<file path="src/rtl/virtual_stream_source_if.sv">
// Valid/ready flit stream between a traffic source and a cast input port.
// No logic of its own; modports fix the direction of each signal.
// Backpressure: ready from the sink, valid and data from the source.
`ifndef DW
`define DW 32
`endif

interface virtual_stream_source_if;
    logic             valid;
    logic [`DW-1:0]   data;
    logic             ready;

    modport master (output valid, output data, input ready);
    modport slave  (input valid, input data, output ready);
endinterface

</file>
<file path="src/rtl/virtual_stream_source.sv">
// Deadlock-probe traffic generator: PKT_NUM packets of PKT_LEN flits tagged with stream_id.
// Latency: first flit valid 1 cycle after start_i is sampled; done_o 1 cycle after the last tail.
// Backpressure: flit held stable until accepted; a stall of TIMEOUT cycles sets a sticky deadlock flag.
`ifndef DW
`define DW 32
`endif

module virtual_stream_source #(
    parameter logic [9:0] stream_id = 10'd0,
    parameter int         PKT_NUM   = 16,
    parameter int         PKT_LEN   = 8,
    parameter int         GAP       = 0,
    parameter int         TIMEOUT   = 1024
) (
    input  logic                           clk,
    input  logic                           rstn,
    input  logic                           start_i,
    virtual_stream_source_if.master        tx,
    output logic                           busy_o,
    output logic                           done_o,
    output logic                           deadlock_o,
    output logic [15:0]                    sent_cnt_o
);
    localparam int DW = `DW;

    localparam logic [2:0] S_IDLE = 3'd0;
    localparam logic [2:0] S_HEAD = 3'd1;
    localparam logic [2:0] S_BODY = 3'd2;
    localparam logic [2:0] S_TAIL = 3'd3;
    localparam logic [2:0] S_GAP  = 3'd4;
    localparam logic [2:0] S_DONE = 3'd5;

    localparam logic [15:0] LAST_BODY = 16'(PKT_LEN - 2);
    localparam logic [15:0] LAST_PKT  = 16'(PKT_NUM - 1);
    localparam logic [7:0]  LAST_GAP  = 8'(GAP - 1);
    localparam logic [31:0] STALL_LIM = 32'(TIMEOUT - 1);

    logic [2:0]    state;
    logic [15:0]   pkt_idx;
    logic [15:0]   flit_idx;
    logic [7:0]    gap_cnt;
    logic [15:0]   sent_cnt;
    logic [31:0]   stall_cnt;
    logic          done_q;
    logic          deadlock_q;
    logic          valid;
    logic          xfer;
    logic [DW-1:0] flit_dat;

    // valid comes from registered state only, never from ready
    assign valid = (state == S_HEAD) || (state == S_BODY) || (state == S_TAIL);
    assign xfer  = valid && tx.ready;

    always_comb begin
        flit_dat = '0;
        case (state)
            S_HEAD: begin
                flit_dat[DW-1:DW-2] = 2'b01;
                flit_dat[25:10]     = pkt_idx;
                flit_dat[9:0]       = stream_id;
            end
            S_BODY: begin
                flit_dat[DW-1:DW-2] = 2'b00;
                flit_dat[25:16]     = stream_id;
                flit_dat[15:0]      = flit_idx;
            end
            S_TAIL: begin
                flit_dat[DW-1:DW-2] = 2'b10;
                flit_dat[25:16]     = stream_id;
                flit_dat[15:0]      = flit_idx;
            end
            default: flit_dat = '0;
        endcase
    end

    always_ff @(posedge clk or negedge rstn) begin
        if (!rstn) begin
            state      <= S_IDLE;
            pkt_idx    <= '0;
            flit_idx   <= '0;
            gap_cnt    <= '0;
            sent_cnt   <= '0;
            stall_cnt  <= '0;
            done_q     <= 1'b0;
            deadlock_q <= 1'b0;
        end else begin
            case (state)
                S_IDLE, S_DONE: begin
                    if (start_i) begin
                        state    <= S_HEAD;
                        pkt_idx  <= '0;
                        flit_idx <= '0;
                        sent_cnt <= '0;
                        done_q   <= 1'b0;
                    end
                end
                S_HEAD: begin
                    if (xfer) begin
                        flit_idx <= 16'd1;
                        state    <= (PKT_LEN > 2) ? S_BODY : S_TAIL;
                    end
                end
                S_BODY: begin
                    if (xfer) begin
                        flit_idx <= flit_idx + 16'd1;
                        if (flit_idx == LAST_BODY) state <= S_TAIL;
                    end
                end
                S_TAIL: begin
                    if (xfer) begin
                        sent_cnt <= sent_cnt + 16'd1;
                        pkt_idx  <= pkt_idx + 16'd1;
                        flit_idx <= '0;
                        gap_cnt  <= '0;
                        if (pkt_idx == LAST_PKT) begin
                            state  <= S_DONE;
                            done_q <= 1'b1;
                        end else if (GAP > 0) begin
                            state <= S_GAP;
                        end else begin
                            state <= S_HEAD;
                        end
                    end
                end
                S_GAP: begin
                    if (gap_cnt == LAST_GAP) state <= S_HEAD;
                    else                     gap_cnt <= gap_cnt + 8'd1;
                end
                default: state <= S_IDLE;
            endcase

            // stall watchdog: saturating, cleared by any transfer or idle cycle
            if (valid && !tx.ready) begin
                if (stall_cnt != '1) stall_cnt <= stall_cnt + 32'd1;
                if (stall_cnt >= STALL_LIM) deadlock_q <= 1'b1;
            end else begin
                stall_cnt <= '0;
            end
        end
    end

    assign tx.valid   = valid;
    assign tx.data    = flit_dat;
    assign busy_o     = valid || (state == S_GAP);
    assign done_o     = done_q;
    assign deadlock_o = deadlock_q;
    assign sent_cnt_o = sent_cnt;
endmodule

</file>
<file path="src/flat_wrapper.sv">
// flat-port wrapper written by rule: the top's interface ports become plain ports
module virtual_stream_source_flat 
#(
    parameter logic [9:0] stream_id = 10'd0,
    parameter int         PKT_NUM   = 16,
    parameter int         PKT_LEN   = 8,
    parameter int         GAP       = 0,
    parameter int         TIMEOUT   = 1024
)
  (clk, rstn, start_i, busy_o, done_o, deadlock_o, sent_cnt_o, tx_valid, tx_data, tx_ready);
  virtual_stream_source_if tx_i ();
  input  logic clk;
  input  logic rstn;
  input  logic start_i;
  output logic busy_o;
  output logic done_o;
  output logic deadlock_o;
  output logic [15:0] sent_cnt_o;
  output wire logic [$bits(tx_i.valid)-1:0] tx_valid;
  output wire logic [$bits(tx_i.data)-1:0] tx_data;
  input wire logic [$bits(tx_i.ready)-1:0] tx_ready;
  assign tx_valid = tx_i.valid;
  assign tx_data = tx_i.data;
  assign tx_i.ready = tx_ready;
  virtual_stream_source #(.stream_id(stream_id), .PKT_NUM(PKT_NUM), .PKT_LEN(PKT_LEN), .GAP(GAP), .TIMEOUT(TIMEOUT)) u_core (.clk(clk), .rstn(rstn), .start_i(start_i), .tx(tx_i), .busy_o(busy_o), .done_o(done_o), .deadlock_o(deadlock_o), .sent_cnt_o(sent_cnt_o));
endmodule
</file>
<file path="config.mk">
export PLATFORM = sky130hd
export DESIGN_NAME = virtual_stream_source_flat
export DESIGN_NICKNAME = d
export VERILOG_FILES = /design/src/rtl/virtual_stream_source_if.sv /design/src/rtl/virtual_stream_source.sv /design/src/flat_wrapper.sv
export SDC_FILE = /design/constraint.sdc
export NUM_CORES = 1
export LEC_CHECK = 0
export CORE_ASPECT_RATIO = 0.75
export CORE_MARGIN = 4
export CORE_UTILIZATION = 50
export CTS_BUF_LIST = sky130_fd_sc_hd__clkbuf_4 sky130_fd_sc_hd__clkbuf_8
export CTS_CLUSTER_SIZE = 28
export DETAILED_ROUTE_END_ITERATION = 8
export PLACE_DENSITY = 0.72
export SYNTH_ARGS = -nofsm -noshare
export SYNTH_HDL_FRONTEND = slang
export SYNTH_SLANG_ARGS = --single-unit
</file>
<file path="constraint.sdc">
create_clock -name clk -period 5.2 [get_ports clk]
set_input_delay 1.04 -clock clk [delete_from_list [all_inputs] [get_ports clk]]
set_output_delay 1.04 -clock clk [all_outputs]
set_load 0.01 [all_outputs]
</file>
Yosys cells after proc, flatten, opt, wreduce, memory -nomap -nowiden
Index checks and enable logic that the tools add are counted.

cells by class
  $add $sub $neg = 5
  multipliers = 0
  divide/modulo/power cells = 0
  magnitude comparators = 1
  eq/ne operators = 18
  shift operators = 0
  mux-type cells = 28
  bitwise operators = 0
  reduce and logical (&&, ||, !) cells = 18

operators with widths
  operator               count
  $mux 16                6
  $mux 32                2
  $pmux 16 s2            2
  $pmux 16 s4            1
  $pmux 26 s2            1
  $add 16x1->16 const B  3
  $add 32x1->32 const B  1
  $ge 32x10->1 const B   1
  $ne 32x32->1 const B   1
  $mux 3                 7
  $eq 16x3->1 const B    1
  $eq 16x4->1 const B    1
  $mux 8                 2
  $pmux 8 s2             1
  $pmux 3 s5             1
  $ne 2x2->1 const B     5
  $add 8x1->8 const B    1
  $eq 8x8->1 const B     1
  $ne 2x1->1 const B     4
  $eq 3x2->1 const B     2
  $eq 3x3->1 const B     2
  $reduce_and 3->1       2
  $reduce_and 6->1       1
  $reduce_and 5->1       1
  other kinds (13)       20

word-level totals
  bits in registers = 93
  latch bits = 0
  RAM bits = 0
  ROM bits = 0
  bits of input ports = 4
  output and inout port bits = 52
  word-level logic and storage cells = 78
  memories = 0

Depth between registers and ports, before layout
  depth in word-level cells = 6
  gate-level depth with buffers = 8

Worst setup path after synthesis
No wires, ideal clock.

  kind = register -> output
  start point = reg u_core.state[1]
  end point = out tx_data[16]
  arrival = 1541 ps
  path slack = 2619 ps
  cell stages (with the launch flop) = 6
  path buffers = 2
  cell sequence = dfrtp_1 clkbuf_1 nand2b_1 nor2_1 clkbuf_1 and2_1

on the way
  word-level cells in the longest chain between the ends = 3
  elaborated cells between the ends (all ways) = 5
  classes of those cells = eq/ne (3); mux (1); reduce/logical (1)

ends and longest elaborated chain
  item                       line                          RTL
  start, declared            virtual_stream_source.sv:38   logic [2:0] state;
  start signal, assigned     virtual_stream_source.sv:100  state <= (PKT_LEN > 2) ? S_BODY : S_TAIL;
  $eq 3x2->1                 virtual_stream_source.sv:56   case (state)
  $reduce_or 2->1 (no line)  --
  $pmux 26 s2 *              virtual_stream_source.sv:56
  end, declared              flat_wrapper.sv:20            output wire logic [$bits(tx_i.data)-1:0] tx_data;

Mark *: on every way between the ends. The rest lies on a longest branch, timed or not.

Worst setup path in the final report
  start point = reg u_core.state[0]
  end point = out tx_data[18]

Same word-level chain as after synthesis.

==> run_results.csv <==
group,metric,value,unit
global_route,grt_pass1_wl,22000,um
cells_and_area,drive_above_1_share,0.0436,
setup_path,critPathBufInv,1,
synthesis,synth_area,5310,sq um
cells_and_area,fill_cells,935,
clock_network,cts_tree,"built",
timing,setup_tns,0,ns
synthesis,synth_ff_type,"dfrtp_1",
route,first_iter_violations,479,
placed_design,hpwlAfterDp,8870,um
synthesis,yosys.area.top_type,"dfrtp_1",
clock_network,h-tree-depth,3,
synthesis,ys_warn_count,0,
synthesis,synth_cell_type_count,56,
setup_path,max_stage_delay,0.81,ns
cells_and_area,multi_input_area,2810,sq um
route,antenna_left,0,
floorplan,start_util,0.514,
synthesis,ys_ff_latch,93,
timing,finalSetupViolCount,0,
synthesis,synth.most_common_cell,"dfrtp_1",
route,post_drt_wl_per_cell,16.6,um
run_status,status,"finished, final reports clean",
timing,hold_violations,0,
setup_path,critPathMaxFanout,18,
floorplan,boundaryPins,56,
floorplan,die_x,127,um
timing,tightest_slew,1.15,ns
setup_path,critical_path.endpoint_type,"output pin",
synthesis,synthTopCellsByCount,"93 x dfrtp_1, 58 x nor2_1, 49 x nand2_1, 44 x o21ai_0, 35 x a21oi_1",
global_route,grt_pass1_vias,4513,
timing,fmax,260,MHz
timing,slew_viol_final,0,
cells_and_area,layout.nets,648,
cells_and_area,regArea,2330,sq um
timing,clock_skew,0.00809,ns
clock_network,clock_sinks,93,
clock_network,clk_latency,0.38,ns
setup_path,cpMaxStageDelayCell,"nor2_1",
synthesis,seq_area_frac_synth,0.438,
global_route,antenna_found_initial,0,
setup_path,crit_type,"register to output pin",
setup_path,cp.arrival,2.81,ns
timing,slew_headroom,0.232,
setup_path,crit_path_start_kind,"register",
cells_and_area,areaGrowthSynthToFinish,14.6,%
power_and_ir_drop,power_frac_comb,0.271,
floorplan,die_h,97.3,um
setup_path,cp_top_family,"simple AND/OR/NAND/NOR gates",
cells_and_area,antenna_cells,0,
power_and_ir_drop,p_leak,2.49,nW
power_and_ir_drop,clkPwrFrac,0.278,
timing,whs,0.487,ns
clock_network,postCtsSetupRepairBufs,0,
power_and_ir_drop,p_per_area,303,nW/um^2
synthesis,yosys.area.top_type_share,0.438,
clock_network,hold_buffers,0,
power_and_ir_drop,finalPower,0.00185,W
floorplan,num_rows,32,
route,routed_wirelength,12900,um
synthesis,synth_cells,599,
floorplan,coreArea,10300,sq um
route,drc,0,
route,drtPass1Iterations,5,
run,maxCapViolCount,0,
setup_path,critical_path_required,4.16,ns
synthesis,synth_edf_count,0,
synthesis,synth_area_leaders,"dfrtp_1 44%, xor2_1 4.5%, o21ai_0 4.1%, nor2_1 4.1%, nand4_1 3.9%",
clock_network,clkSlewWorstSetupHoldPaths,0.09,ns
route,viasPerCell,6.06,
clock_network,cts_made_buffers,9,
power_and_ir_drop,power.internal,0.00120,W
power_and_ir_drop,seqPwrFrac,0.452,
route,dr_total_vias,4718,
power_and_ir_drop,ir_worst_vdd,0.179,mV
global_route,grt_max_degree,70,
timing,finalCritPeriodShare,0.741,
global_route,grt.total_usage,0.215,
synthesis,async_reset_ff_frac,1.00,
global_route,overflow,0,
timing,rsz0062_at_grt,"false",
placed_design,portBuffers,51,
setup_path,crit_chain,"nand2b_1, nor2_1, and2_1, clkdlybuf4s50_1",
power_and_ir_drop,p_switching,0.000648,W
placed_design,finalWeightedCongestion,0.836,
power_and_ir_drop,p_sw_frac,0.350,
synthesis,avgSynthCellArea,8.87,sq um
clock_network,cts-root-buf,"clkbuf_8",
clock_network,cts-resized-gates,0,
clock_network,clockBufferDepth,2,
floorplan,dieArea,12400,sq um
hold_path,holdCritPathClass,"register to register",
timing,period_minus_slack,3.85,ns
-- metal layers --
| metal | GRT usage | part of all wire | wire, um | up-vias |
|---|---|---|---|---|
| li1 | - | - | - | 2270 |
| met1 | 0.305 | 0.48 | 6160 | 2293 |
| met2 | 0.332 | 0.46 | 5950 | 141 |
| met3 | 0.0533 | 0.051 | 664 | 14 |
| met4 | 0.0536 | 0.011 | 142 | 0 |
| met5 | 0 | 0 | 0 | - |
-- cell usage in the layout, fill, tap and decap left out, types with 17 or more instances in the layout --
cell	n
a21oi_1	35
and2_1	27
clkdlybuf4s50_1	50
dfrtp_1	93
nand2_1	49
nand3_1	26
nand4_1	33
nor2_1	58
o21ai_0	44
o31ai_1	20
or4_1	17
xor2_1	27
-- worst register-to-register path: stages (launching register included) --
cell and delay, ns:
dfrtp_1 0.43, ha_1 0.29, nand4_1 0.23, or4_4 0.60, nor3_4 0.71, o21ai_0 0.22
a21oi_1 0.18
-- registers in the layout, indices dropped and copies added (netlist names) --
name               cells
u_core.gap_cnt         8
u_core.done_o          1
u_core.deadlock_o      1
u_core.sent_cnt_o     16
u_core.pkt_idx        16
u_core.state           3
u_core.flit_idx       16
u_core.stall_cnt      32
-- power groups by stage --
stage	clock network, W	registers (W)	logic, W
floorplan	0	0.000819	0.000347
global placement	0	0.000842	0.000486
detailed placement	0	0.000846	0.000500
CTS	0.000526	0.000832	0.000502
global route	0.000553	0.000842	0.000562
finish	0.000513	0.000835	0.000500
-- path summary, 6_finish.rpt --
check	cells after the start	startpoint	slack (ns)	endpoint
hold reg to reg	1	u_core.deadlock_o$_DFFE_PN0P_	0.49	u_core.deadlock_o$_DFFE_PN0P_
min in group asynchronous	1	rstn	0.78	u_core.stall_cnt[21]$_DFFE_PN0P_
setup / recovery	4	u_core.state[0]$_DFFE_PN0P_	1.35	tx_data[18]
hold / removal	1	u_core.deadlock_o$_DFFE_PN0P_	0.49	u_core.deadlock_o$_DFFE_PN0P_
max in group asynchronous	2	rstn	3.53	u_core.stall_cnt[4]$_DFFE_PN0P_
setup reg to reg	6	u_core.stall_cnt[0]$_DFFE_PN0P_	2.44	u_core.stall_cnt[14]$_DFFE_PN0P_
-- final cells by class --
class	instances	share of cell area
multi-input combinational	466	0.461
sequential	93	0.382
timing repair buffer	53	0.0859
clock buffer	14	0.0286
tap	136	0.0279
inverter	15	0.00925
clock inverter	1	0.00493
-- through the flow --
stage | cells | util | worst slack, ns | cell area (sq um)
floorplan | 602 | - | 2.62 | 5330
global placement | 763 | 0.570 | 1.86 | 5890
detailed placement | 763 | 0.570 | 1.77 | 5890
CTS | 778 | 0.590 | 1.33 | 6090
global route | 778 | 0.590 | 1.13 | 6090
finish | 778 | 0.590 | 1.35 | 6090
-- cells by family (layout without fill, tap and decap cells) --
family                   Yosys count  in the layout  synth area share
AO/OA/AOI/OAI                    129            129             0.150
XOR/XNOR                          36             36            0.0593
adder cells (fa/ha/maj)            6              6            0.0141
buffers and inverters             43             83            0.0356
flip-flops                        93             93             0.438
multiplexers                       3              3           0.00589
other                              1              4          0.000706
AND/OR/NAND/NOR                  288            288             0.296
Power figures use the tool's default switching activity.
